`src/rtl/barrel_shifter.sv`:
```
// -----------------------------------------------------------------------------
// barrel_shifter
//
// Registered barrel shifter / rotator for datapath operand alignment.
// A WIDTH-bit word is shifted or rotated by 0..WIDTH-1 positions through
// log2(WIDTH) mux stages. Stage k moves the word by 2^k positions when
// shift[k] is set. The result is captured in a single output register, so
// the latency is exactly one cycle, and a new operation can be issued every
// cycle.
//
// Handshake: in_valid qualifies data_in/shift/dir/mode at a rising edge of
// clk. There is no backpressure. out_valid is high for exactly the cycles
// that follow a captured input. When in_valid is low, data_out keeps its
// last result and the operand inputs are ignored.
//
// Ports
//   clk        in   1        clock, rising edge
//   rst        in   1        synchronous active-high reset; overrides in_valid
//   in_valid   in   1        capture the operands at this edge
//   data_in    in   WIDTH    operand
//   shift      in   SHIFT_W  shift amount, 0..WIDTH-1
//   dir        in   1        0 = left (toward MSB), 1 = right (toward LSB)
//   mode       in   2        00 logical, 01 arithmetic, 1x rotate
//   data_out   out  WIDTH    registered result
//   out_valid  out  1        data_out holds the result of a captured input
// -----------------------------------------------------------------------------
module barrel_shifter #(
    parameter  int WIDTH   = 4,
    localparam int SHIFT_W = $clog2(WIDTH)
) (
    input  logic               clk,
    input  logic               rst,
    input  logic               in_valid,
    input  logic [WIDTH-1:0]   data_in,
    input  logic [SHIFT_W-1:0] shift,
    input  logic               dir,
    input  logic [1:0]         mode,
    output logic [WIDTH-1:0]   data_out,
    output logic               out_valid
);

    localparam logic [WIDTH-1:0] ONES = {WIDTH{1'b1}};

    logic [WIDTH-1:0] data_out_q;
    logic [WIDTH-1:0] data_out_d;
    logic             out_valid_q;
    logic             out_valid_d;

    logic [WIDTH-1:0] result;
    logic [WIDTH-1:0] rot;
    logic [WIDTH-1:0] vac_mask;
    logic [WIDTH-1:0] fill;
    logic             is_rot;
    logic             sign_fill;

    // Mux stages. Each active stage starts from a rotation of the current
    // word. vac_mask marks the bit positions the shift vacates. A rotate
    // keeps the wrapped bits in those positions. Otherwise the vacated bits
    // get zeros or, for an arithmetic right shift, the sign bit. The sign bit
    // survives every stage, so data_in's MSB is used directly as the fill.
    always_comb begin
        result    = data_in;
        rot       = '0;
        vac_mask  = '0;
        fill      = '0;
        is_rot    = mode[1];
        sign_fill = dir && (mode == 2'b01) && data_in[WIDTH-1];
        for (int k = 0; k < SHIFT_W; k++) begin
            if (shift[k]) begin
                if (!dir) begin
                    rot      = (result << (1 << k)) | (result >> (WIDTH - (1 << k)));
                    vac_mask = ~(ONES << (1 << k));
                end else begin
                    rot      = (result >> (1 << k)) | (result << (WIDTH - (1 << k)));
                    vac_mask = ~(ONES >> (1 << k));
                end
                if (is_rot) begin
                    fill = rot & vac_mask;
                end else if (sign_fill) begin
                    fill = vac_mask;
                end else begin
                    fill = '0;
                end
                result = (rot & ~vac_mask) | fill;
            end
        end
    end

    // Output register next-state: hold data when idle so that idle-cycle
    // operand values (including X) never reach data_out.
    always_comb begin
        data_out_d  = data_out_q;
        out_valid_d = in_valid;
        if (in_valid) begin
            data_out_d = result;
        end
    end

    always_ff @(posedge clk) begin
        if (rst) begin
            data_out_q  <= '0;
            out_valid_q <= 1'b0;
        end else begin
            data_out_q  <= data_out_d;
            out_valid_q <= out_valid_d;
        end
    end

    assign data_out  = data_out_q;
    assign out_valid = out_valid_q;

endmodule

```
`config.mk`:
```
export PLATFORM = sky130hd
export DESIGN_NAME = barrel_shifter
export DESIGN_NICKNAME = d
export VERILOG_FILES = /design/src/rtl/barrel_shifter.sv
export SDC_FILE = /design/constraint.sdc
export NUM_CORES = 1
export LEC_CHECK = 0
export ABC_AREA = 1
export CORE_AREA = 2 2 39 41
export DETAILED_ROUTE_END_ITERATION = 12
export DIE_AREA = 0 0 41 43
export SYNTH_ARGS = -nofsm -noshare
export SYNTH_HDL_FRONTEND = slang
export SYNTH_SLANG_ARGS = --single-unit
```
`constraint.sdc`:
```
create_clock -name clk -period 1.1 [get_ports clk]
set_clock_uncertainty 0.15 [all_clocks]
set_input_delay 0.33 -clock clk [delete_from_list [all_inputs] [get_ports clk]]
set_output_delay 0.33 -clock clk [all_outputs]
set_load 0.005 [all_outputs]
```
==> reports/metrics.yaml, run 1 <==
fill_cells: 151
ant_nets: 0
critPathMaxFanout: 2
clk_pin_slew_worst_paths_ps: 40
ys_seq_area_share_pct: 27.0
grtUsageTotal_pct: 13.9
insertedDiodeCount: 0
route.vias.total: 458
root_buffer: "clkbuf_4"
placed_area_um2: 569
grt_pass1_vias: 442
cts_buffers: 3
layout_common_cells: "13 x nand2_1, 7 x nand3_1, 5 x buf_4"
drt-total-wl_um: 945
violations: "setup timing"
gp_congestion: 0.724
area_growth_pct: 70.3
nets: 96
max-vdd-ir-drop_mv: 0.258
status: "finished with violations"
cts.sinks: 5
grt_pass1_wl_um: 1690
rows: 14
grt_max_degree: 10
drive_gt1_share_pct: 49.4
layout_commonest_cell: "nand2_1"
path_cells: "buf_6"
drt-initial-drc-count: 3
clock_tree.htree_level_count: 1
io-pin-count: 17
reg2reg_slack_ps: 270
clk_path_buf_depth: 2
setup_slack_ps: -36.3
cp.arrival_ps: 660
hold_buffers: 0
worstMarginPinSlew_ps: 264
p_leak_nw: 0.312
viasPerCell: 4.63
synth_top_area_share_pct: 27.0
antenna_found_initial: 0
hold_viol: 0
yosys-top-cells-area: "dfxtp_1 27%, nand2_1 15%, nand3_1 15%"
rsz0062_at_grt: "yes"
drv_cap: 0
period_needed_ps: 1140
path_delay_family: "flip-flops"
syn-cell-area_um2: 370
start_util_pct: 26.8
period_share_pct: 103
max_freq_ghz: 0.880
synth_area_leader_cell: "dfxtp_1"
ys_ff_latch: 5
synth_nets: 72
clk_latency_ps: 230
drc: 0
tritoncts: "done"
endpoint_kind: "output port"
syn_inst: 60
powerDensity_nw_per_um2: 953
stdcell_area_um2: 631
die_area_um2: 1760
report.final.slew_viol_count: 0
firstDrtPassIters: 3
crit_required_ps: 620
worstSetupPathType: "reg2out"
die_x_um: 41
wire_per_inst_um: 9.55
port_buffers: 16
critical-path-slowest-cell: "dfxtp_2"
max_stage_delay_ps: 320
slew_headroom_pct: 82.4
dp.final_hpwl_um: 706
cp_num_buf_inv: 1
die_h_um: 43
ys_types: 16
grt_overflow: 0
synthesis.yosys.warnings: 0
synth_area_per_cell_um2: 6.17
core_area_um2: 1380
hold_class: "in2reg"
whs_ps: 364
setup_violations: 5
cp-start-kind: "register"
[where the power goes]
group	switching, mW	internal [mW]	leakage [nW]	total (mW)
combinational	0.0935	0.0962	0.254	0.190
clock	0.0699	0.137	0.0150	0.207
sequential	0.00643	0.198	0.0427	0.204
total	0.170	0.431	0.312	0.601
[cell usage after synthesis]
master / instances
or2_1: 2
a31oi_1: 1
bufinv_8: 1
dfxtp_1: 5
o21ai_0: 4
or2_2: 1
inv_1: 6
a21oi_2: 1
nor2_4: 1
inv_2: 1
nand2_1: 15
a21oi_1: 4
nand3_1: 11
o211ai_1: 1
nor2_1: 5
clkbuf_1: 1
[cell type report]
class | count | area, µm² | share of cell area (%)
Clock buffer | 4 | 26.3 | 4.17
Inverter | 8 | 48.8 | 7.74
Multi-Input combinational cell | 46 | 279 | 44.2
Sequential cell | 5 | 105 | 16.7
Tap cell | 16 | 20.0 | 3.17
Timing Repair Buffer | 20 | 151 | 24.0
[metal layers]
metal | vias to the layer above | part of all wire, % | track usage, %
met2 | 16 | 52 | 21.9
met3 | 0 | 7.2 | 3.14
met5 | - | 0 | 0
li1 | 244 | - | -
met4 | 0 | 0 | 9.33
met1 | 198 | 41 | 15.7
[cell families after synthesis]
kind of cell	Yosys count	synth area share, %
buffers and inverters	9	12.8
AND/OR/NAND/NOR	35	43.2
flip-flops	5	27.0
AO/OA/AOI/OAI	11	16.9
[stage by stage]
stage / setup slack (ps) / setup TNS, ps / utilization (%) / std cells / power, mW
2_1_floorplan: 6.96 / 0 / - / 60 / 0.286
3_3_place_gp: -616 / -3410 / 41.1 / 94 / 0.382
3_5_place_dp: -588 / -3340 / 41.1 / 94 / 0.382
4_1_cts: -45.1 / -199 / 44.2 / 99 / 0.590
5_1_grt: -68.8 / -342 / 45.6 / 99 / 0.658
6_report: -36.3 / -147 / 45.6 / 99 / 0.601
[final timing paths]
path | cells past startpoint | to | startpoint
hold / removal | 5 | data_out[0]$_SDFFE_PP0P_ | data_in[2]
setup reg to reg | 2 | data_out[3]$_SDFFE_PP0P_ | data_out[3]$_SDFFE_PP0P_
setup / recovery | 1 | data_out[0] | data_out[0]$_SDFFE_PP0P_
hold reg to reg | 2 | data_out[2]$_SDFFE_PP0P_ | data_out[2]$_SDFFE_PP0P_
[registers in the layout (all words and copies together), names as in the netlist]
name       flops
data_out       4
out_valid      1
[what timing repair did]
| item | in CTS | in global routing |
|---|---|---|
| endpoints found under the setup margin | 9 | 9 |
| pin swaps | 9 | 9 |
| resized for setup | 53 | 22 |
| setup buffers | 1 | 0 |
Power figures use the tool's default switching activity.
==> inputs of run 2 (changes only) <==
--- a/config.mk
+++ b/config.mk
@@ -7,6 +7,7 @@
 export LEC_CHECK = 0
 export ABC_AREA = 1
 export CORE_AREA = 2 2 39 41
+export CTS_CLUSTER_DIAMETER = 100
 export DETAILED_ROUTE_END_ITERATION = 12
 export DIE_AREA = 0 0 41 43
 export SYNTH_ARGS = -nofsm -noshare
==> results of run 2 <==
Same layout as run 1: the final DEF is identical, and so are final timing and power.
==> inputs of run 3 (changes only) <==
--- a/config.mk
+++ b/config.mk
@@ -10,6 +10,7 @@
 export CTS_CLUSTER_DIAMETER = 100
 export DETAILED_ROUTE_END_ITERATION = 12
 export DIE_AREA = 0 0 41 43
+export PLACE_DENSITY = 0.7
 export SYNTH_ARGS = -nofsm -noshare
 export SYNTH_HDL_FRONTEND = slang
 export SYNTH_SLANG_ARGS = --single-unit
==> reports/metrics.yaml, run 3 (same netlist as run 1, synthesis figures left out) <==
status: "finished with violations"
violations: "setup timing"
critical_path_depth: 1  # unchanged
post-place-cells: 93  # -1.1%
hold_viol: 0  # unchanged
worstMarginPinSlew_ps: 287  # +23.0 ps
rsz0062_at_grt: "yes"
register_area_um2: 106  # +1.2%
drive_gt1_share_pct: 46.3  # -3.1 points
pre_cts_ws_ps: -668  # -79.6 ps
clk_path_buf_depth: 2  # unchanged
total_power_mw: 0.593  # -1.3%
wire_per_inst_um: 8.63  # -9.6%
fill_cells: 154  # +2.0%
die_h_um: 43  # unchanged
rows: 14  # unchanged
core_area_um2: 1380  # unchanged
period_needed_ps: 1140  # +0.927 ps
drt-total-wl_um: 846  # -10%
worstRegToRegCells: 2  # unchanged
clk_pin_slew_worst_paths_ps: 40  # about the same
drv_cap: 0  # unchanged
path_delay_family: "flip-flops"
grtUsageMet2_pct: 19.7  # -2.2 points
stdcell_count: 98  # -1.0%
die_area_um2: 1760  # unchanged
period_share_pct: 103  # about the same
report.final.slew_viol_count: 0  # unchanged
port_buffers: 16  # unchanged
grtUsageMet3_pct: 3.14  # unchanged
route.vias.total: 452  # -1.3%
p_leak_nw: 0.311  # -0.27%
met1_usage_pct: 15.0  # -0.69 points
max-vdd-ir-drop_mv: 0.260  # +0.54%
grt_pass1_wl_um: 1550  # -8.2%
root_buffer: "clkbuf_4"
cts.sinks: 5  # unchanged
holdPathStages: 2  # -3
clock_tree.htree_level_count: 1  # unchanged
reg2reg_to: "data_out[3]$_SDFFE_PP0P_"
slew_headroom_pct: 80.9  # -1.5 points
critPathMaxFanout: 2  # unchanged
cp-start-kind: "register"
setup_slack_ps: -37.2  # -0.927 ps
tritoncts: "done"
dp.final_hpwl_um: 664  # -6.0%
setup_violations: 5  # unchanged
powerDensity_nw_per_um2: 954  # about the same
cts_buffers: 3  # unchanged
die_x_um: 41  # unchanged
crit_required_ps: 620  # about the same
start_util_pct: 26.8  # unchanged
insertedDiodeCount: 0  # unchanged
io-pin-count: 17  # unchanged
path_cells: "buf_2"
grt_max_degree: 10  # unchanged
endpoint_kind: "output port"
antenna_found_initial: 0  # unchanged
hold_start: "rst"
regToRegStartpoint: "data_out[3]$_SDFFE_PP0P_"
largest_register_ffs: 4  # unchanged
gp_congestion: 0.769  # +6.2%
max_freq_ghz: 0.879  # about the same
grtUsageTotal_pct: 12.8  # -1.1 points
cp_num_buf_inv: 1  # unchanged
drt-initial-drc-count: 4  # +1
clk_latency_ps: 240  # about the same
layout_common_cells: "10 x nand3_1, 10 x nand2_1, 5 x nand2_2, 5 x dfxtp_2, 5 x buf_6"
firstDrtPassIters: 4  # +1
viasPerCell: 4.61  # -0.30%
multi_input_area_um2: 259  # -7.2%
area_growth_pct: 67.9
drc: 0  # unchanged
nets: 95  # -1.0%
ant_nets: 0  # unchanged
reg2reg_slack_ps: 270  # about the same
grt_pass1_vias: 407  # -7.9%
grt_overflow: 0  # unchanged
busiest_layer: "met2"
holdPathEnd: "out_valid$_SDFF_PP0_"
max_stage_delay_ps: 310  # about the same
cp.arrival_ps: 660  # about the same
placed_area_um2: 562  # -1.3%
stdcell_area_um2: 622  # -1.4%
worstSetupPathType: "reg2out"
critical-path-slowest-cell: "dfxtp_2"
hold_class: "in2reg"
==> run 3: cell type report <==
| type | instances | area share [%] |
|---|---|---|
| Timing Repair Buffer | 19 | 26.0 |
| Inverter | 8 | 7.85 |
| Sequential cell | 5 | 17.1 |
| Clock buffer | 4 | 4.23 |
| Tap cell | 16 | 3.22 |
| Multi-Input combinational cell | 46 | 41.6 |
==> run 3: report_power, final <==
group / internal, mW / total [mW] / switching, mW
Sequential: 0.199 / 0.205 / 0.00669
Combinational: 0.0947 / 0.184 / 0.0893
Clock: 0.137 / 0.204 / 0.0671
Total: 0.430 / 0.593 / 0.163
==> run 3: worst max path at each step <==
stage | startpoint | end | slack [ps]
after floorplan | shift[0] | data_out[3]$_SDFFE_PP0P_ | 7
after global placement | dir | data_out[3]$_SDFFE_PP0P_ | -650
after detailed placement | dir | data_out[3]$_SDFFE_PP0P_ | -670
after CTS | data_out[1]$_SDFFE_PP0P_ | data_out[1] | -50
after global routing | out_valid$_SDFF_PP0_ | out_valid | -70
final | data_out[1]$_SDFFE_PP0P_ | data_out[1] | -40
==> run 3: per-stage QoR <==
stage / setup TNS (ps) / utilization, % / hold WS (ps)
after floorplan: 0 / - / 252
after global placement: -3510 / 40.6 / 358
after detailed placement: -3640 / 40.6 / 364
after CTS: -240 / 42.4 / 349
after global routing: -352 / 44.9 / 183
final: -163 / 44.9 / 184
==> run 3: repair_timing <==
action / in CTS / in global routing
pin swaps: 11 / 9
buffers inserted: 0 / 1
hold buffers: 0 / 0
endpoints found under the setup margin: 9 / 9
resized for setup: 57 / 18
cloned: 0 / 0
hold endpoints to repair: 0 / 0
==> run 3: layer usage <==
metal,routed length [µm],up-vias
li1,-,241
met1,372,196
met2,411,15
met3,62,0
met4,0,0
met5,0,-
